$ cat config.mk
export PLATFORM = sky130hd
export DESIGN_NAME = dense_layer_seq
export DESIGN_NICKNAME = d
export VERILOG_FILES = /design/src/rtl/dense_layer_seq.sv
export SDC_FILE = /design/constraint.sdc
export NUM_CORES = 2
export LEC_CHECK = 0
export ABC_AREA = 1
export CAP_MARGIN = 30
export CORE_MARGIN = 2
export CORE_UTILIZATION = 45
export DETAILED_ROUTE_END_ITERATION = 6
export GPL_ROUTABILITY_DRIVEN = 0
export GPL_TIMING_DRIVEN = 0
export PLACE_DENSITY = 0.74
export SLEW_MARGIN = 10
export SYNTH_ARGS = -nofsm -noshare
export SYNTH_HDL_FRONTEND = slang
export SYNTH_SLANG_ARGS = --single-unit
export TNS_END_PERCENT = 20
$ cat constraint.sdc
create_clock -name clk -period 10.7 [get_ports clk]
set_input_delay 2.14 -clock clk [delete_from_list [all_inputs] [get_ports clk]]
set_output_delay 2.14 -clock clk [all_outputs]
set_load 0.005 [all_outputs]
$ cat src/rtl/dense_layer_seq.sv
// Sequential dense layer: one signed MAC iterated over batches, neurons and inputs,
// with per-neuron bias, optional ReLU, saturation to 2*WIDTH and a start/busy/done handshake.
module dense_layer_seq #(
  parameter int B     = 2,
  parameter int M     = 3,
  parameter int N     = 4,
  parameter int WIDTH = 16
) (
  input  logic                      clk,
  input  logic                      rst,
  input  logic                      start,
  input  logic                      relu_en,
  input  logic signed [WIDTH-1:0]   weights [M][N],
  input  logic signed [WIDTH-1:0]   inputs  [B][N],
  input  logic signed [2*WIDTH-1:0] bias    [M],
  output logic                      busy,
  output logic                      done,
  output logic signed [2*WIDTH-1:0] result  [B][M]
);

  localparam int RW = 2 * WIDTH;
  localparam int AW = RW + $clog2(N + 1);
  localparam int BW = (B > 1) ? $clog2(B) : 1;
  localparam int MW = (M > 1) ? $clog2(M) : 1;
  localparam int NW = (N > 1) ? $clog2(N) : 1;

  localparam logic [BW-1:0] B_LAST = BW'(B - 1);
  localparam logic [MW-1:0] M_LAST = MW'(M - 1);
  localparam logic [NW-1:0] N_LAST = NW'(N - 1);

  localparam logic signed [AW-1:0] SAT_HI = AW'({1'b0, {(RW - 1){1'b1}}});
  localparam logic signed [AW-1:0] SAT_LO = -SAT_HI - 1;

  typedef enum logic [1:0] {
    S_IDLE,
    S_MAC,
    S_WRITE,
    S_FIN
  } state_t;

  state_t                 r_state;
  logic [BW-1:0]          r_b;
  logic [MW-1:0]          r_m;
  logic [NW-1:0]          r_n;
  logic signed [AW-1:0]   r_acc;
  logic                   r_relu;
  logic                   r_done;

  logic signed [RW-1:0]   w_prod;
  logic [MW-1:0]          w_next_m;

  function automatic logic signed [AW-1:0] relu_f(input logic signed [AW-1:0] v,
                                                  input logic en);
    return (en && (v < 0)) ? '0 : v;
  endfunction

  function automatic logic signed [RW-1:0] sat_f(input logic signed [AW-1:0] v);
    if (v > SAT_HI) return SAT_HI[RW-1:0];
    if (v < SAT_LO) return SAT_LO[RW-1:0];
    return v[RW-1:0];
  endfunction

  // Operands are sign-extended to the full product width before multiplying.
  assign w_prod   = RW'(weights[r_m][r_n]) * RW'(inputs[r_b][r_n]);
  assign w_next_m = (r_m == M_LAST) ? '0 : r_m + 1'b1;

  assign busy = (r_state != S_IDLE);
  assign done = r_done;

  always_ff @(posedge clk or posedge rst) begin
    if (rst) begin
      r_state <= S_IDLE;
      r_b     <= '0;
      r_m     <= '0;
      r_n     <= '0;
      r_acc   <= '0;
      r_relu  <= 1'b0;
      r_done  <= 1'b0;
      for (int b = 0; b < B; b++)
        for (int m = 0; m < M; m++)
          result[b][m] <= '0;
    end else begin
      r_done <= 1'b0;
      case (r_state)
        S_IDLE: begin
          if (start) begin
            r_state <= S_MAC;
            r_b     <= '0;
            r_m     <= '0;
            r_n     <= '0;
            r_acc   <= AW'(bias[0]);
            r_relu  <= relu_en;
          end
        end
        S_MAC: begin
          r_acc <= r_acc + AW'(w_prod);
          if (r_n == N_LAST) begin
            r_n     <= '0;
            r_state <= S_WRITE;
          end else begin
            r_n <= r_n + 1'b1;
          end
        end
        S_WRITE: begin
          result[r_b][r_m] <= sat_f(relu_f(r_acc, r_relu));
          r_acc            <= AW'(bias[w_next_m]);
          r_m              <= w_next_m;
          if (r_m == M_LAST) begin
            if (r_b == B_LAST) begin
              r_b     <= '0;
              r_state <= S_FIN;
            end else begin
              r_b     <= r_b + 1'b1;
              r_state <= S_MAC;
            end
          end else begin
            r_state <= S_MAC;
          end
        end
        S_FIN: begin
          // done is registered, so it rises on the edge that returns to IDLE.
          r_done  <= 1'b1;
          r_state <= S_IDLE;
        end
        default: r_state <= S_IDLE;
      endcase
    end
  end

endmodule

Word-level counts from Yosys, hierarchy flattened
Cells that the tools add are included.
Widths: inputs -> output; s select.
Storage, ports and cells
  flip-flop bits (word level): 236
  word-level logic and storage cells: 101
  input port bits: 420
  output and inout bits: 194
Operators by class
  equality and inequality tests: 8
  magnitude comparators: 9
  bitwise gates (word level): 4
  mux-type cells: 48
  add/sub/neg operators: 4
  $mul: 1
  reduce and logical (&&, ||, !) cells: 14
Operator list (number)
  $mux 64: 5
  $mux 32: 8
  $bwmux 192: 1
  $bmux 64 s2: 1
  $pmux 35 s3: 1
  $demux 96 s1: 1
  $mux 96: 1
  $mux 35: 2
  $bmux 16 s2: 2
  $bmux 32 s2: 1
  $demux 32 s2: 1
  $mux 16: 4
  $add 35x32->35: 1
  $gt 35x32->1 const B: 1
  $lt 35x1->1 const B: 1
  $lt 35x32->1 const B: 1
  $mul 16x16->32: 1
  $mux 2: 7
  $reduce_and 2->1: 5
  $ge 3x3->1 const B: 3
  $mux 1: 9
  $not 2->3: 3
  $eq 2x2->1 const B: 4
  $pmux 2 s2: 2
  15 further kinds: 22

Logic depth before layout (Yosys ltp)
  depth in word-level cells: 12
  mapped depth: 39
  gate-level depth less buffers: 36

Worst setup path after synthesis
No wires, ideal clock.
  path kind: input port to flip-flop
  from: input port weights[15] in the netlist's numbering
  to: register r_acc[34]
  arrival: 7847 ps
  data required time: 10623 ps
  library setup time: 77 ps
  path slack: 2776 ps
  path buffers: 1
  stages: 35
  cells stage by stage: nand3_1 nand2_1 inv_1 nand2_1 nand3_1 nand2_2 inv_1 buf_2 nor2_1 inv_1 fa_1 inv_1 fa_1 fa_1 inv_1 fa_1 inv_1 fa_1 inv_1 fa_1 inv_1 ha_1 nand2_1 inv_1 nand2_1 nand2_1 a21oi_1 nand2_1 a21oi_1 inv_1 nand2_1 nand3_1 nand2_1 nand2_1 a21oi_1
On the way
  word-level cells in the longest chain between the ends: 9
RTL lines
  from (decl): line 13  | input logic signed [WIDTH-1:0] weights [M][N],
  $bmux 64 s2: line 64  | assign w_prod = RW'(weights[r_m][r_n]) * RW'(inputs[r_b][r_n]);
  $mux 64 (not written as such) (2 in a row): line 64
  $bmux 16 s2: line 64
  $mux 16 (not written as such) (2 in a row): line 64
  $mul 16x16->32: line 64
  $add 35x32->35: line 96  | r_acc <= r_acc + AW'(w_prod);
  $pmux 35 s3: line 84  | case (r_state)
  to (signal assigned): line 91  | r_acc <= AW'(bias[0]);
  to (signal assigned): line 96
  to (signal assigned): line 106  | r_acc <= AW'(bias[w_next_m]);
  to (decl): line 45  | logic signed [AW-1:0] r_acc;
No other way between the ends. The select of a mux whose other input is x is not followed.
A chain may end at the register's enable or synchronous reset.

Worst setup path in the final report
  from: input port inputs[70] in the netlist's numbering
  to: register r_acc[16]
On the way
  word-level cells in the longest chain between the ends: 9
RTL lines
  from (decl): line 14  | input logic signed [WIDTH-1:0] inputs [B][N],
  $mux 64 (not written as such) (3 in a row): line 64
  $bmux 16 s2: line 64
  $mux 16 (not written as such) (2 in a row): line 64
  $mul 16x16->32: line 64
  $add 35x32->35: line 96
  $pmux 35 s3: line 84
No other way between the ends. The select of a mux whose other input is x is not followed.

==> summary.md <==
| Metric | Value |
|---|---|
| Reg clk slew, reported paths | 70 ps |
| RSZ-0062 raised after global routing | false |
| Final critical-path required period | around 9500 ps |
| Post-CTS setup buffer count | 0 |
| Area of the die | 0.0571 mm^2 |
| Synthesized Nets | 4019 |
| DRC viols | 0 |
| Synth Cell Area | 0.0249 mm^2 |
| Asr flop ratio synth | 1.00 |
| Status | finished, final reports clean |
| Sequential fraction of the synthesis area | 0.238 |
| Root Buffer | clkbuf_16 |
| Max clock buf depth | 3 |
| Post-synth top cells | 805 x nand2_1, 491 x inv_1, 310 x fa_1 |
| Antenna violations before repair | 12 |
| Synth top area share | 0.250 |
| Vias in the first global route | 24900 |
| #FFs+latches synth | 236 |
| Via count | approximately 25000 |
| Number of flops mapped to enable cells by yosys | 0 |
| Post-DP HPWL | 85.2 mm |
| Starting density of the core | 0.453 |
| CTS Hold Bufs | 0 |
| Pins Over Slew Limit | 0 |
| DRT Pass-1 Iters | 6 |
| Setup TNS | 0 ps |
| Slew HR | 0.334 |
| HP Class | reg -> reg |
| Worst Tran Pin Value | 989 ps |
| Post-route ant nets | 0 |
| Largest net degree at the start of global routing | 85 |
| Layout fillers | 5057 |
| Synthesized instance count | 3178 |
| Crit path kind | in -> reg |
| CTS tree | built |
| Synth unique cells | 48 |
| Area leader, netlist | fa_1 |
| Total routing usage reported by global routing | 0.353 |
| Layout Area Growth over Synthesis | 31.5% |
| Post-route clock skew | 12.3 ps |
| Main flop type after synthesis | dfrtp_1 |
| Final setup viols | 0 |
| Most common cell in the netlist | nand2_1 |
| Fmax | 0.105 GHz |
| Max cap viols | 0 |
| Layout Nets | 4659 |
| Crit end category | flop |
| DR WL/cell | 22.5 um |
| Total grt overflow | 0 |
| Clk sink count | about 240 |
| Global-route wire length before repair | 151 mm |
| Avg Inst Size Synth | 7.82 um^2 |
| IO buf count | ~600 |
| # resized after CTS | 0 |
| Main area contributors after synthesis | fa_1 25%, dfrtp_1 24%, nand2_1 12%, inv_1 7.4%, ha_1 5.6% |
| WL final | 102 mm |
| Warnings, synthesis | 0 |
| TritonCTS Buffers | 22 |
| CP Data Arrival Time | 9940 ps |
| WP data required | between 10000 and 15000 ps |
| Vias per inst | approximately 5.6 |
| Clock latency on the worst-skew pair | 520 ps |
| Core ar. | ~0.055 mm^2 |
| Die height | 239 um |
| Multi-input gate area | 0.0162 mm^2 |
| Hold Vio Cnt, Final | 0 |
| Iteration-0 DRC Markers | 3138 |
| Crit path launch type | primary input |
| CP Max Fanout | 10 |
| H-tree levels | 1 |
| Num rows | 86 |
| Seq. cell area | 0.00591 mm^2 |
| Period utilisation layout | 0.892 |
| Share of layout cells above drive strength 1 | 0.0511 |
| Die Span X | 239 um |
| IO Count | between 600 and 700 |
## flip-flops by register name, summed over array words and instances (netlist names)
| name | count |
|---|---|
| result | 192 |
| r_state | 2 |
| r_m | 2 |
| done | 1 |
| r_n | 2 |
| r_b | 1 |
| r_relu | 1 |
| r_acc | 35 |
## placed cells by master, fill, tap and decap left out, types with 12 or more instances in the layout
master and n:
nand4_1 16, o22ai_1 20, inv_2 26, fa_1 310
a22o_1 14, buf_2 70, clkbuf_1 53, o211ai_1 18
inv_1 490, buf_4 20, nand3_1 94, nand2_1 805
clkbuf_16 23, ha_1 111, o21a_1 93, a21oi_1 163
nor3_1 12, clkdlybuf4s50_1 613, dfrtp_1 236, a22oi_1 16
a32o_1 12, nor2_1 307, o21ai_0 197
## metrics by stage
| stage | cell area, um^2 | setup WS (ps) | hold WS [ps] | util | instances |
|---|---|---|---|---|---|
| 2_1_floorplan | 24900 | 2090 | 465 | - | 3178 |
| 6_report | 32700 | 1150 | 481 | 0.595 | 4545 |
| 3_3_place_gp | 31900 | -1040 | 461 | 0.581 | 4495 |
| 4_1_cts | 32700 | 1500 | 482 | 0.595 | 4537 |
| 3_5_place_dp | 31900 | 973 | 467 | 0.582 | 4498 |
| 5_1_grt | 32700 | 945 | 503 | 0.595 | 4544 |
## final cells by class
| type | instances | area share |
|---|---|---|
| diodes | 8 | 0.000613 |
| plain buffers | 147 | 0.0230 |
| clock buffers | 31 | 0.0195 |
| clock inverters | 8 | 0.00214 |
| inverters | 521 | 0.0601 |
| multi-input cells | 2274 | 0.497 |
| flip-flops and latches | 236 | 0.181 |
| well taps | 704 | 0.0270 |
| repair buffers | 616 | 0.190 |
## final timing paths
path | start | end | slack (ps) | cells past startpoint
min in group asynchronous | rst | result[137] | 2080 | 2
worst min-delay path | result[31] | result[31] | 480 | 2
worst min register to register | result[31] | result[31] | 480 | 2
max in group asynchronous | rst | r_acc[23] | 7410 | 4
worst max-delay path | inputs[70] | r_acc[16] | 1150 | 28
worst max register to register | r_n[0] | r_acc[16] | 2190 | 27
## per-layer routing
metal / GRT usage / vias up / part of all wire
li1: - / 11200 / -
met1: 0.474 / 12400 / 0.39
met2: 0.545 / 1581 / 0.44
met3: 0.111 / 270 / 0.13
met4: 0.114 / 8 / 0.040
met5: 0 / - / 0.00052
## worst max-delay path, stage by stage
cell,delay [ps]
clkdlybuf4s50_1,460
o21ai_0,80
o22ai_1,330
inv_1,70
o21ai_0,770
inv_1,330
buf_2,310
nor2_1,160
fa_1,420
inv_1,80
fa_1,430
fa_1,520
inv_1,50
fa_1,490
fa_1,520
inv_1,50
fa_1,490
inv_1,50
ha_1,340
nand2_1,130
inv_1,50
a21oi_1,300
a21boi_0,200
o21ai_0,220
o21ai_0,580
nand3_1,140
o211ai_1,140
nand2_1,70
## kinds of logic (layout without fill, tap and decap cells)
group / count (synthesis) / after routing / share of synthesized area
compound gates: 587 / 587 / 0.143
other cells: 0 / 8 / 0
xor+xnor: 2 / 2 / 0.000705
fa+ha+maj: 421 / 421 / 0.306
simple gates: 1259 / 1259 / 0.202
flops: 236 / 236 / 0.238
buf+inv: 668 / 1323 / 0.109
mux: 5 / 5 / 0.00227
Power is not shown: default switching activity piles up to over one toggle a cycle in this logic, so the estimate is an artifact.
